$ cat src/rtl/fetch_unit_if.sv
// rtl/fetch_unit_if.sv - fetch stage bus: memory port, redirect inputs and decode-side outputs
interface fetch_unit_if #(
    parameter int ADDR_WIDTH = 8
);
    logic                  stall;
    logic                  branch_taken;
    logic [15:0]           branch_offset;
    logic                  jump;
    logic [25:0]           jump_index;
    logic [31:0]           instruction_in;
    logic [ADDR_WIDTH-1:0] mem_address;
    logic [31:0]           if_instruction;
    logic [ADDR_WIDTH-1:0] if_pc;
    logic                  if_valid;
    logic                  halted;

    // fetch unit side
    modport master (
        input  stall, branch_taken, branch_offset, jump, jump_index, instruction_in,
        output mem_address, if_instruction, if_pc, if_valid, halted
    );

    // memory / decode / environment side
    modport slave (
        output stall, branch_taken, branch_offset, jump, jump_index, instruction_in,
        input  mem_address, if_instruction, if_pc, if_valid, halted
    );
endinterface

$ cat src/rtl/fetch_unit.sv
// rtl/fetch_unit.sv - instruction fetch stage with redirect, stall and halt; optional FETCH_PERF_COUNT_EN counters
module fetch_unit #(
    parameter int          ADDR_WIDTH = 8,
    parameter int          RESET_PC   = 0,
    parameter logic [31:0] HALT_WORD  = 32'hFFFF_FFFF
) (
    input  logic         clock,
    input  logic         reset,
    fetch_unit_if.master bus
`ifdef FETCH_PERF_COUNT_EN
    ,
    output logic [15:0]  fetch_count,
    output logic [15:0]  stall_count
`endif
);
    typedef enum logic {RUN, HALTED} state_t;

    localparam logic [ADDR_WIDTH-1:0] RESET_ADDR = ADDR_WIDTH'(RESET_PC);
    localparam logic [ADDR_WIDTH-1:0] WORD_STEP  = ADDR_WIDTH'(4);

    state_t                state_q, state_d;
    logic [ADDR_WIDTH-1:0] pc_q, pc_d;
    logic [ADDR_WIDTH-1:0] inflight_pc_q, inflight_pc_d;
    logic                  inflight_valid_q, inflight_valid_d;

    logic                  if_valid;
    logic                  halt_hit;
    logic                  redirect;
    logic [ADDR_WIDTH-1:0] pc_plus4;
    logic [31:0]           branch_disp;
    logic [ADDR_WIDTH-1:0] branch_target;
    logic [ADDR_WIDTH-1:0] jump_target;
    logic [ADDR_WIDTH-1:0] target;
    logic [ADDR_WIDTH-1:0] fetch_address;
    logic                  unused_bits;

    assign if_valid      = inflight_valid_q && (state_q == RUN);
    assign halt_hit      = if_valid && (bus.instruction_in == HALT_WORD);
    assign redirect      = if_valid && (bus.jump || bus.branch_taken);
    assign pc_plus4      = inflight_pc_q + WORD_STEP;
    assign branch_disp   = {{14{bus.branch_offset[15]}}, bus.branch_offset, 2'b00};
    assign branch_target = pc_plus4 + branch_disp[ADDR_WIDTH-1:0];
    assign jump_target   = {bus.jump_index[ADDR_WIDTH-3:0], 2'b00};
    assign target        = bus.jump ? jump_target : branch_target;
    assign unused_bits   = ^{bus.jump_index[25:ADDR_WIDTH-2], branch_disp[31:ADDR_WIDTH]};

    assign bus.mem_address    = fetch_address;
    assign bus.if_pc          = inflight_pc_q;
    assign bus.if_valid       = if_valid;
    assign bus.if_instruction = if_valid ? bus.instruction_in : 32'h0;
    assign bus.halted         = (state_q == HALTED);

    // Next-fetch selection: the memory address is the mux output so a redirect
    // fetches its target in the same cycle, and a stall re-reads the held word.
    always_comb begin
        state_d          = state_q;
        pc_d             = pc_q;
        inflight_pc_d    = inflight_pc_q;
        inflight_valid_d = inflight_valid_q;
        fetch_address    = pc_q;
        if (state_q == RUN) begin
            if (halt_hit) begin
                state_d          = HALTED;
                inflight_valid_d = 1'b0;
            end else if (redirect) begin
                fetch_address    = target;
                pc_d             = target + WORD_STEP;
                inflight_pc_d    = target;
                inflight_valid_d = 1'b1;
            end else if (bus.stall) begin
                fetch_address    = inflight_pc_q;
            end else begin
                inflight_pc_d    = pc_q;
                inflight_valid_d = 1'b1;
                pc_d             = pc_q + WORD_STEP;
            end
        end
    end

    // State, PC and in-flight fetch registers.
    always_ff @(posedge clock or posedge reset) begin
        if (reset) begin
            state_q          <= RUN;
            pc_q             <= RESET_ADDR;
            inflight_pc_q    <= RESET_ADDR;
            inflight_valid_q <= 1'b0;
        end else begin
            state_q          <= state_d;
            pc_q             <= pc_d;
            inflight_pc_q    <= inflight_pc_d;
            inflight_valid_q <= inflight_valid_d;
        end
    end

`ifdef FETCH_PERF_COUNT_EN
    // Saturating fetch/stall counters, frozen once halted.
    always_ff @(posedge clock or posedge reset) begin
        if (reset) begin
            fetch_count <= 16'h0;
            stall_count <= 16'h0;
        end else if (state_q == RUN) begin
            if (if_valid && !bus.stall && !halt_hit && (fetch_count != 16'hFFFF))
                fetch_count <= fetch_count + 16'h1;
            if (bus.stall && (stall_count != 16'hFFFF))
                stall_count <= stall_count + 16'h1;
        end
    end
`endif
endmodule
$ cat src/flat_wrapper.sv
// flat-port wrapper written by rule: the top's interface ports become plain ports
module fetch_unit_flat 
#(
    parameter int          ADDR_WIDTH = 8,
    parameter int          RESET_PC   = 0,
    parameter logic [31:0] HALT_WORD  = 32'hFFFF_FFFF
)
  (clock, reset, bus_stall, bus_branch_taken, bus_branch_offset, bus_jump, bus_jump_index, bus_instruction_in, bus_mem_address, bus_if_instruction, bus_if_pc, bus_if_valid, bus_halted);
  fetch_unit_if #(.ADDR_WIDTH(ADDR_WIDTH)) bus_i ();
  input  logic clock;
  input  logic reset;
  input wire logic [$bits(bus_i.stall)-1:0] bus_stall;
  input wire logic [$bits(bus_i.branch_taken)-1:0] bus_branch_taken;
  input wire logic [$bits(bus_i.branch_offset)-1:0] bus_branch_offset;
  input wire logic [$bits(bus_i.jump)-1:0] bus_jump;
  input wire logic [$bits(bus_i.jump_index)-1:0] bus_jump_index;
  input wire logic [$bits(bus_i.instruction_in)-1:0] bus_instruction_in;
  output wire logic [$bits(bus_i.mem_address)-1:0] bus_mem_address;
  output wire logic [$bits(bus_i.if_instruction)-1:0] bus_if_instruction;
  output wire logic [$bits(bus_i.if_pc)-1:0] bus_if_pc;
  output wire logic [$bits(bus_i.if_valid)-1:0] bus_if_valid;
  output wire logic [$bits(bus_i.halted)-1:0] bus_halted;
  assign bus_i.stall = bus_stall;
  assign bus_i.branch_taken = bus_branch_taken;
  assign bus_i.branch_offset = bus_branch_offset;
  assign bus_i.jump = bus_jump;
  assign bus_i.jump_index = bus_jump_index;
  assign bus_i.instruction_in = bus_instruction_in;
  assign bus_mem_address = bus_i.mem_address;
  assign bus_if_instruction = bus_i.if_instruction;
  assign bus_if_pc = bus_i.if_pc;
  assign bus_if_valid = bus_i.if_valid;
  assign bus_halted = bus_i.halted;
  fetch_unit #(.ADDR_WIDTH(ADDR_WIDTH), .RESET_PC(RESET_PC), .HALT_WORD(HALT_WORD)) u_core (.clock(clock), .reset(reset), .bus(bus_i));
endmodule
$ cat config.mk
export PLATFORM = sky130hd
export DESIGN_NAME = fetch_unit_flat
export DESIGN_NICKNAME = d
export VERILOG_FILES = /design/src/rtl/fetch_unit_if.sv /design/src/rtl/fetch_unit.sv /design/src/flat_wrapper.sv
export SDC_FILE = /design/constraint.sdc
export NUM_CORES = 1
export LEC_CHECK = 0
export BUFFER_PORTS_ARGS = -buffer_cell sky130_fd_sc_hd__clkbuf_2
export CAP_MARGIN = 10
export CORE_MARGIN = 1
export CORE_UTILIZATION = 44
export DETAILED_ROUTE_END_ITERATION = 10
export PLACE_DENSITY_LB_ADDON = 0.3
export SYNTH_ARGS = -nofsm -noshare
export SYNTH_HDL_FRONTEND = slang
export SYNTH_SLANG_ARGS = --single-unit
$ cat constraint.sdc
create_clock -name clock -period 9.3 [get_ports clock]
set_clock_uncertainty 0.2 [all_clocks]
set_input_delay 2.325 -clock clock [delete_from_list [all_inputs] [get_ports clock]]
set_output_delay 2.325 -clock clock [all_outputs]
set_load 0.02 [all_outputs]
After elaboration in Yosys (flattened, before gate mapping) --
Cells that the tools add are included.
Storage, ports and cells: memories kept 0, register bits 18, bits in writable memories 0, output and inout bits 50, bits in latches 0, memory bits (read-only) 0, bits of input ports 79
Cells by class: multiply operators 0, reductions and logical operators 7, muxes and demuxes 13, shift operators 0, div/mod/pow operators 0, add/sub/neg operators 4, order comparisons 0, bitwise gates (word level) 2, equality and inequality tests 3
Operators by type and width (number):
- $mux 8 | 7
- $eq 32x32->1 const B | 1
- $mux 32 | 1
- $add 8x3->8 const B | 3
- $add 8x8->8 | 1
- $mux 1 | 5
- $reduce_and 2->1 | 2
- $logic_and 1x1->1 | 3
- $ne 3x1->1 const B | 1
- $reduce_and 3->1 | 1
- $ne 2x1->1 const B | 1
- $not 1->1 | 2
- $logic_or 1x1->1 | 1

Depth between registers and ports, before layout --
depth after elaboration 6, depth in mapped cells 12, gate-level depth less buffers 12

Worst setup path before layout --
OpenSTA, ideal clock, no wires.
path kind input port to output port, from in bus_branch_offset[1], to out bus_mem_address[4], stages on the path 8, buffers on the path 0, arrival time 4.286 ns, setup slack 2.489 ns, path through ha_1 -> ha_1 -> inv_1 -> fa_1 -> or3b_1 -> a21oi_2 -> a31oi_1 -> o2bb2ai_1
Between the ends: longest elaborated chain between the ends 5
Ends and longest elaborated chain:
- start, declared | RTL line flat_wrapper.sv:14 | input wire logic [$bits(bus_i.branch_offset)-1:0] bus_branch_offset;
- $add 8x8->8 | RTL line fetch_unit.sv:42 | assign branch_target = pc_plus4 + branch_disp[ADDR_WIDTH-1:0];
- $mux 8 | RTL line fetch_unit.sv:44 | assign target = bus.jump ? jump_target : branch_target;
- $mux 8 | RTL line fetch_unit.sv:65 | end else if (redirect) begin
- $mux 8 | RTL line fetch_unit.sv:62 | if (halt_hit) begin
- $mux 8 | RTL line fetch_unit.sv:61 | if (state_q == RUN) begin
- end, declared | RTL line flat_wrapper.sv:18 | output wire logic [$bits(bus_i.mem_address)-1:0] bus_mem_address;
Every way passes these cells.

Final worst setup path --
Ends and elaborated chain as after synthesis.

==> impl_metrics.yaml <==
floorplanning:
  chipWidth_um: 65.5
  coreArea_sq_um: 3770
  die_y_um: 65.5
  initial_core_util_pct: 47.0
  core.rowCount: 22
  dieArea_sq_um: 4280
  num_io_pins: 129
timing:
  grt_setup_unrepaired: "false"
  achievable-frequency_mhz: 142
  whs_ps: 329
  maxSlewHeadroom_pct: 51.8
  worst-slew-pin-transition_ps: 722
  timing.final.setup_violations: 0
  final-hold-violation-count: 0
  finalWorstPathRequiredPeriod_ps: 7030
  layout_worst_path_cycle_share_pct: 75.6
  slew_violations: 0
  setup_tns_ps: 0
critical_path:
  worstSetupStartpointType: "input port"
  cp-end-kind: "output port"
  critical_path_class: "input port to output port"
  worstPathMaxFanout: 6
  required_ps: 6780
  data_arrival_time_at_the_worst_slack_endpoint_ps: 4500
yosys:
  post-synth-top-area-cell: "dfrtp_1"
  yosys-top-cells-area: "dfrtp_1 25%, and2_1 12%, ha_1 7.1%"
  synth.net_count: 310
  synth_top_area_share_pct: 25.4
  synth.most_common_cell: "and2_1"
  yosysSeqAreaShare_pct: 25.4
  syn-mean-instance-area_sq_um: 8.05
  distinct_cell_type_count_of_the_synthesized_netlist: 47
  netlist_instances: 220
  synth_common_cells: "33 x and2_1, 22 x nand2_1, 18 x dfrtp_1"
  synthesis.area_sq_um: 1770
  ys_ff_latch: 18
  synth-async-reset-ratio_pct: 100
  ys_dominant_reg_cell: "dfrtp_1"
  yosysWarningCount: 0
  number_of_flops_mapped_to_enable_cells_by_yosys: 0
clocking:
  clock_root_buffer: "clkbuf_8"
  hold_buffers: 0
  tritoncts_clock_tree: "done"
  htreeDepth: 1
  clock_path_buffers: 2
  clkSlewWorstSetupHoldPaths_ps: 70
  post-cts-setup-buffer-count: 0
  tritoncts_num_sinks: 18
  cts_made_buffers: 3
  clock_insertion_delay_at_the_later_pin_of_the_skew_report_ps: 260
  cts_repair_resize_count: 0
routing:
  remaining_drc_errors: 0
  drt-pass1-iter-count: 4
  antenna_violating_nets_post_route: 0
  detail_route.vias_per_cell: 5.49
  avgRoutedWirePerCell_um: 13.9
  drt-initial-drc-count: 69
  via_count: 1976
  wirelength_um: 5000
finish:
  drive_above_1_share_pct: 35.9
  synthToLayoutAreaGrowth_pct: 31.0
  nets: 403
  final_util_pct: 61.5
  n_antenna_cell: 0
placed_design:
  place.detailed.hpwl_um: 3960
  port_buffers: 98
  place_congestion: 0.865
global_route:
  number_of_global_route_vias_before_repair: 1769
  grt_pass1_wl_um: 7990
  grt_start_max_net_pins: 35
  groute.usage.overall_pct: 24.1
  globalRoute.totalOverflow: 0
  initial_antenna_violation_count: 0
power_and_ir_drop:
  vdd.ir_drop.worst_uv: 113
  power-per-cell-area_nw_per_um2: 153
  static-leakage-power_uw: 0.00117
outcome:
  status: "finished clean"
run:
  maxCapViolations: 0
min_path:
  worst_hold_path_type: "flip-flop to flip-flop"
stage by stage:
| step | total power (uW) | worst slack, ps | instances | area, sq um |
|---|---|---|---|---|
| floorplan | 232 | 2490 | 220 | 1770 |
| global placement | 284 | 2300 | 356 | 2270 |
| detailed placement | 288 | 2280 | 356 | 2270 |
| CTS | 354 | 2280 | 360 | 2320 |
| global route | 381 | 2170 | 360 | 2320 |
| finish | 354 | 2270 | 360 | 2320 |
final timing paths:
check | start | to | slack (ps) | cells past startpoint
worst max-delay path | bus_branch_offset[1] | bus_mem_address[4] | 2270 | 10
worst max register to register | u_core.bus.if_pc[3]$_DFFE_PP0P_ | u_core.pc_q[7]$_DFFE_PP0P_ | 6140 | 10
worst min-delay path | u_core.pc_q[0]$_DFFE_PP0P_ | u_core.pc_q[0]$_DFFE_PP0P_ | 330 | 2
worst min register to register | u_core.pc_q[0]$_DFFE_PP0P_ | u_core.pc_q[0]$_DFFE_PP0P_ | 330 | 2
min in group asynchronous | reset | u_core.bus.if_pc[2]$_DFFE_PP0P_ | 1950 | 2
max in group asynchronous | reset | u_core.inflight_valid_q$_DFFE_PP0P_ | 6490 | 2
registers in the layout, indices dropped and copies added (netlist names):
| name | cells |
|---|---|
| u_core.bus.if_pc | 8 |
| u_core.pc_q | 8 |
| u_core.bus.halted | 1 |
| u_core.inflight_valid_q | 1 |
where the power goes:
group,internal [uW],leakage (uW),switching (uW),total (uW)
clock network,37.7,0.0000288,28.0,65.7
logic,74.8,0.000918,97.5,172
registers,93.6,0.000221,22.4,116
total,206,0.00117,148,354
cell families (layout without fill, tap and decap cells):
kind of cell | Yosys count | count (layout) | synth area share (%)
xor+xnor | 7 | 7 | 3.46
fa+ha+maj | 11 | 11 | 8.19
buf+inv | 23 | 115 | 5.93
compound gates | 64 | 64 | 25.5
flops | 18 | 18 | 25.4
mux | 1 | 1 | 0.636
simple gates | 96 | 96 | 30.9
placed cells by master, fill, tap and decap left out, types with 2 or more instances in the layout:
cell type	n
a21o_1	2
o22ai_1	2
o211a_1	2
a22o_1	2
o21ai_0	15
o2bb2ai_1	4
nand2_1	22
a31oi_1	4
nor4_1	2
nor2_1	10
inv_1	13
a22oi_1	2
nand3_1	4
clkbuf_2	98
xor2_1	4
ha_1	10
a21oi_1	15
clkbuf_8	4
a32o_1	3
and2_1	33
nand2b_1	8
xnor2_1	3
dfrtp_1	18
nand4_1	9
or3b_4	2
worst max-delay path: stages:
cell       delay (ps)
clkbuf_2           80
ha_1              270
ha_1              210
inv_1              70
fa_1              410
or3b_1            370
a21oi_2           290
a31oi_1            70
o2bb2ai_1         200
clkbuf_2          200
metal layers:
metal / vias to the layer above / GRT usage (%) / wire, um
li1: 979 / - / -
met1: 903 / 28.2 / 2090
met2: 88 / 44.8 / 2530
met3: 6 / 4.51 / 311
met4: 0 / 5.43 / 66
met5: - / 0 / 0
final cells by class:
class                   count  area (sq um)
flip-flops and latches     18           450
clock buffers               4          55.1
well taps                  48          60.1
inverters                  13          48.8
multi-input cells         179          1220
fillers                   386          1450
repair buffers             98           490
Note: power is estimated with default switching activity, not from simulation.
